## src/rtl/mul_unit.sv

```systemverilog
// Iterative unsigned multiplier owning the HI/LO pair: shift-and-add, STEP
// multiplier bits retired per cycle, fixed latency WIDTH/STEP cycles.
module mul_unit #(
   parameter int WIDTH = 32,
   parameter int STEP  = 1
) (
   input  logic             clk,
   input  logic             reset,
   input  logic             start,
   input  logic [WIDTH-1:0] a,
   input  logic [WIDTH-1:0] b,
   input  logic             rd_req,
   input  logic             lohi,
   output logic [WIDTH-1:0] rd_data,
   output logic             busy,
   output logic             done,
   output logic             stall
);

   localparam int N  = WIDTH / STEP;
   localparam int CW = $clog2(N + 1);

   typedef enum logic {IDLE = 1'b0, RUN = 1'b1} state_t;

   state_t             state_q, state_d;
   logic [CW-1:0]      count_q, count_d;
   logic [2*WIDTH-1:0] mcand_q, mcand_d;
   logic [WIDTH-1:0]   mplier_q, mplier_d;
   logic [2*WIDTH-1:0] acc_q, acc_d;
   logic [WIDTH-1:0]   hi_q, hi_d;
   logic [WIDTH-1:0]   lo_q, lo_d;
   logic               done_q, done_d;

   // Work values after this cycle's STEP sub-steps
   logic [2*WIDTH-1:0] acc_s, mcand_s;
   logic [WIDTH-1:0]   mplier_s;

   always_ff @(posedge clk) begin
      if (!reset) begin
         state_q  <= IDLE;
         count_q  <= '0;
         mcand_q  <= '0;
         mplier_q <= '0;
         acc_q    <= '0;
         hi_q     <= '0;
         lo_q     <= '0;
         done_q   <= 1'b0;
      end else begin
         state_q  <= state_d;
         count_q  <= count_d;
         mcand_q  <= mcand_d;
         mplier_q <= mplier_d;
         acc_q    <= acc_d;
         hi_q     <= hi_d;
         lo_q     <= lo_d;
         done_q   <= done_d;
      end
   end

   always_comb begin
      acc_s    = acc_q;
      mcand_s  = mcand_q;
      mplier_s = mplier_q;
      for (int i = 0; i < STEP; i++) begin
         if (mplier_s[0]) acc_s = acc_s + mcand_s;
         mcand_s  = mcand_s << 1;
         mplier_s = mplier_s >> 1;
      end
   end

   always_comb begin
      state_d  = state_q;
      count_d  = count_q;
      mcand_d  = mcand_q;
      mplier_d = mplier_q;
      acc_d    = acc_q;
      hi_d     = hi_q;
      lo_d     = lo_q;
      done_d   = 1'b0;
      case (state_q)
         IDLE: begin
            if (start) begin
               state_d  = RUN;
               mcand_d  = {{WIDTH{1'b0}}, a};
               mplier_d = b;
               acc_d    = '0;
               count_d  = CW'(N);
            end
         end
         RUN: begin
            acc_d    = acc_s;
            mcand_d  = mcand_s;
            mplier_d = mplier_s;
            count_d  = count_q - CW'(1);
            // Last iteration: HI/LO only ever change here
            if (count_q == CW'(1)) begin
               {hi_d, lo_d} = acc_s;
               state_d      = IDLE;
               done_d       = 1'b1;
            end
         end
         default: state_d = IDLE;
      endcase
   end

   assign busy    = (state_q == RUN);
   assign done    = done_q;
   assign stall   = busy & (rd_req | start);
   assign rd_data = lohi ? hi_q : lo_q;

endmodule

```

## config.mk

```make
export PLATFORM = sky130hd
export DESIGN_NAME = mul_unit
export DESIGN_NICKNAME = d
export VERILOG_FILES = /design/src/rtl/mul_unit.sv
export SDC_FILE = /design/constraint.sdc
export NUM_CORES = 1
export LEC_CHECK = 0
export BUFFER_PORTS_ARGS = -buffer_cell sky130_fd_sc_hd__buf_2
export CORE_MARGIN = 2
export CORE_UTILIZATION = 30
export CTS_CLUSTER_SIZE = 10
export DETAILED_ROUTE_END_ITERATION = 8
export SLEW_MARGIN = 10
export SYNTH_ARGS = -nofsm -noshare
export SYNTH_HDL_FRONTEND = slang
export SYNTH_SLANG_ARGS = --single-unit
export TNS_END_PERCENT = 5
```

## constraint.sdc

```tcl
create_clock -name clk -period 3.95 [get_ports clk]
set_clock_uncertainty 0.2 [all_clocks]
set_input_delay 0 -clock clk [delete_from_list [all_inputs] [get_ports clk]]
set_output_delay 0 -clock clk [all_outputs]
set_load 0.1 [all_outputs]
```

* After elaboration in Yosys (flattened, before gate mapping)
Index checks and enable logic that the tools add are counted.
** Operators by class
- Bitwise operators :: 3
- Mux-type cells :: 14
- Reduce and logical (&&, ||, !) cells :: 2
- $add $sub $neg :: 2
- Eq/ne operators :: 2
** Operator list (count)
- case mux 64 bit (2 select lines) :: 2
- 2-to-1 mux 64 bit :: 3
- adder 64 bit :: 1
- 2-to-1 mux 32 bit :: 2
- case mux 32 bit (2 select lines) :: 1
- case mux 6 bit (2 select lines) :: 1
- equality test 6 x 1 -> 1 bit, second input constant :: 1
- 2-to-1 mux 6 bit :: 1
- subtractor 6 x 1 -> 6 bit, second input constant :: 1
- AND reduction 2 bit :: 2
- 2-to-1 mux 1 bit :: 3
- != test 2 bit, second input constant :: 1
- case mux 1 bit (2 select lines) :: 1
- bitwise AND 1 bit :: 1
- inverter 1 bit :: 1
- bitwise OR 1 bit :: 1
** Word-level totals
- Output and inout port bits :: 35
- Input bits :: 69
- Bits in registers :: 232

* Depth between registers and ports, before layout
- Depth in word-level cells :: 3
- Depth in mapped cells :: 13

* Worst setup path before layout
Ideal clock, no wire load.
- Path kind :: register -> output
- From :: register state_q (netlist: busy)
- To :: output port stall
- Path buffers :: 1
- Cell stages (with the launch flop) :: 4
- Required time :: 3.750 ns
- Data arrival time :: 2.761 ns
- Path slack :: 0.989 ns
- Cells stage by stage :: dfxtp_1 > inv_1 > clkbuf_1 > nor2_1
** Between the ends
- Longest elaborated chain between the ends :: 1
** RTL lines
- start: declaration :: RTL line 25 : state_t state_q, state_d;
- start signal: assignment :: RTL line 49 : state_q <= state_d;
- bitwise AND 1 bit :: RTL line 108 : assign stall = busy & (rd_req | start);
- end: declaration :: RTL line 17 : output logic stall
No other way between the ends.

* Final worst setup path
- From :: register mcand_q[0]
- To :: register hi_q[24]
** Between the ends
- Longest elaborated chain between the ends :: 2
** RTL lines
- start: declaration :: RTL line 27 : logic [2*WIDTH-1:0] mcand_q, mcand_d;
- start signal: assignment :: RTL line 51 : mcand_q <= mcand_d;
- adder 64 bit :: RTL line 65 : if (mplier_s[0]) acc_s = acc_s + mcand_s;
- 2-to-1 mux 64 bit :: RTL line 65
- end signal: assignment :: RTL line 54 : hi_q <= hi_d;
- end: declaration :: RTL line 30 : logic [WIDTH-1:0] hi_q, hi_d;
No other way between the ends.
A chain may end at the register's enable or synchronous reset.

==> flow_metrics.tcl <==
set metrics [dict create \
    status "finished clean" \
    place_ws_ps 468 \
    path_clk_slew_ps 60 \
    multi_input_area_sq_um 8470 \
    power.leakage_uw 0.00668 \
    setup_viol 0 \
    synth_edf_count 0 \
    cts_setup_buffers 0 \
    place.gp.congestion 0.891 \
    drc_errors 0 \
    root_buffer "clkbuf_16" \
    holdWs_ps 133 \
    core_sq_um 45200 \
    worstRegToRegCells 13 \
    regArea_sq_um 4650 \
    grt_max_degree 182 \
    swShare_pct 27.1 \
    synth_area_per_cell_sq_um 8.02 \
    synth_top_area_share_pct 34.0 \
    ys_seq_area_share_pct 34.0 \
    gr-total-overflow 0 \
    share_clk_of_total_power_pct 42.2 \
    combPwrFrac_pct 12.4 \
    diodes 0 \
    htree_levels 1 \
    synth.area.top_cells "dfxtp_1 (34%), a21oi_1 (8.6%), nor2_1 (7.4%)" \
    dieArea_sq_um 47300 \
    dp_cells 2309 \
    final_layout_size_suffix_gt1_share_pct 12.9 \
    netlist_area_sq_um 13700 \
    grt_pass1_vias 12500 \
    numClockSinks 232 \
    min_path_type "input pin to register" \
    syn_to_final_growth_pct 19.5 \
    crit_type "register to register" \
    n_fill_cell 4662 \
    internal_power_uw 3980 \
    maxSlewHeadroom_pct 33.3 \
    min_period_ps 3510 \
    synth-seq-cells 232 \
    num_rows 78 \
    routed_wl_mm 43.3 \
    routedWlPerCell_um 17.8 \
    cts_buffer_depth 3 \
    antenna_found_initial 1 \
    numCtsBuffers 28 \
    powerDensity_nw_per_um2 334 \
    drt_iter0_drc 943 \
    rsz0062_at_grt "no" \
    setup_tns_ps 0 \
    whs_path_depth 4 \
    clk_latency_ps 560 \
    path_max_fanout 3 \
    stdcell_count 2438 \
    vias 12900 \
    viasPerCell 5.28 \
    dp_hpwl_mm 29.5 \
    ys_async_sr_fraction_pct 0 \
    worst_slew_pin_slew_ps 1000 \
    die_x_um 217 \
    final_max_slew_viol_count 0 \
    max-vdd-ir-drop_mv 0.381 \
    drtAntennaViolNets 0 \
    period_share_pct 88.9 \
    grt_pass1_wl_mm 69.1 \
    start_kind "register" \
    crit_required_ps 4200 \
    syn_nets 1840 \
    track_usage_pct 18.1 \
    synth_top_area_cell "dfxtp_1" \
    drtPass1Iterations 5 \
    start_util_pct 30.2 \
    die_h_um 217 \
    finalHoldViolCount 0 \
    ios 104 \
    critical_path_arrival_ps 3760 \
    syn_inst 1705 \
    worst_slack_ps 437 \
    fmax_ghz 0.285 \
    crit_path_end_kind "register" \
    power_switching_uw 1480 \
    nets 1962 \
    tritoncts "built" \
    ys_types 74 \
    drv_cap 0 \
    synth_flop_cell "dfxtp_1" \
    yosys_warnings 0 \
    sequentialPowerShare_pct 45.4 \
    io_buffers 103 \
]
[timing repair]
action	4_1_cts	5_1_grt
endpoints found under the setup margin	0	0
hold endpoints to repair	88	0
gates resized for setup	0	0
hold buffers	88	0
[registers in the layout, summed over array words and instances, names as in the netlist]
signal	count
acc_q	64
mcand_q	64
hi_q	32
lo_q	32
mplier_q	32
count_q	6
busy	1
done	1
[critical path, stage by stage, from the launching register on]
cell      delay, ps
dfxtp_1         350
ha_1            170
inv_1            50
fa_1            390
nor2b_1         200
o31ai_2         120
a211oi_1        250
nor2b_1         160
o221ai_1        410
a21oi_1         180
o21ai_1         340
a221oi_1        150
xor2_1          180
a311oi_1        260
[cells in the final DEF, fill, tap and decap left out, drive strengths merged, types with 23 or more instances in the layout]
| cell type | n |
|---|---|
| nor2 | 270 |
| o21ai | 85 |
| mux2 | 52 |
| ha | 65 |
| clkbuf | 37 |
| a21o | 30 |
| mux2i | 90 |
| nor3b | 41 |
| dfxtp | 232 |
| dlygate4sd3 | 88 |
| a211oi | 24 |
| buf | 125 |
| inv | 26 |
| a21oi | 234 |
| nand2 | 117 |
| xnor2 | 38 |
| nor3 | 23 |
[layer usage]
| metal | part of all wire, % | track usage, % | up-vias |
|---|---|---|---|
| met1 | 47 | 25.7 | 6105 |
| met4 | 2.5 | 4.63 | 2 |
| met2 | 43 | 28.0 | 375 |
| li1 | - | - | 6334 |
| met5 | 0.039 | 0 | - |
| met3 | 6.9 | 3.49 | 64 |
[area by class of cell]
cell class                      count  share of cell area (%)
Multi-Input combinational cell   1326                    51.8
Sequential cell                   232                    28.5
Timing Repair Buffer              213                    9.65
Clock buffer                       37                    4.62
Tap cell                          600                    4.60
Inverter                           26                   0.628
Clock inverter                      4                   0.191
[worst paths after layout]
path         startpoint    endpoint  slack (ps)
min                a[2]  mcand_q[2]         130
max reg2reg  mcand_q[0]    hi_q[24]         440
min reg2reg     lo_q[5]     lo_q[5]         250
max          mcand_q[0]    hi_q[24]         440
[Yosys cell counts, types with 26 or more instances]
library cell  number
nor3b_1           41
a21o_1            30
ha_1              65
dfxtp_1          232
nand2_1          116
a21oi_1          234
o21ai_0           79
clkbuf_1         101
mux2_2            52
xnor2_1           38
inv_1             26
mux2i_1           90
nor2_1           270
[through the flow]
| stage | total power [uW] | area, sq um | util, % |
|---|---|---|---|
| after floorplan | 2950 | 13700 | - |
| after global placement | 3110 | 14700 | 32.5 |
| after detailed placement | 3120 | 14700 | 32.5 |
| after CTS | 5500 | 16300 | 36.1 |
| after global routing | 5690 | 16300 | 36.1 |
| final | 5460 | 16300 | 36.1 |
[logic make-up (layout without fill, tap and decap cells)]
logic type / Yosys count / in the layout / share of synthesized area [%]
AO/OA/AOI/OAI: 487 / 487 / 21.8
XOR/XNOR: 58 / 58 / 3.72
adder cells (fa/ha/maj): 66 / 66 / 6.10
buffers and inverters: 147 / 280 / 4.09
flip-flops: 232 / 232 / 34.0
multiplexers: 142 / 142 / 10.9
AND/OR/NAND/NOR: 573 / 573 / 19.5
[power groups by stage]
stage                     clock, uW  sequential (uW)  combinational [uW]
final                          2310             2480                 675
after global routing           2460             2490                 738
after global placement            0             2530                 581
after CTS                      2350             2480                 667
after detailed placement          0             2530                 589
after floorplan                   0             2500                 450
No activity file was read; power rests on OpenSTA's default activity.
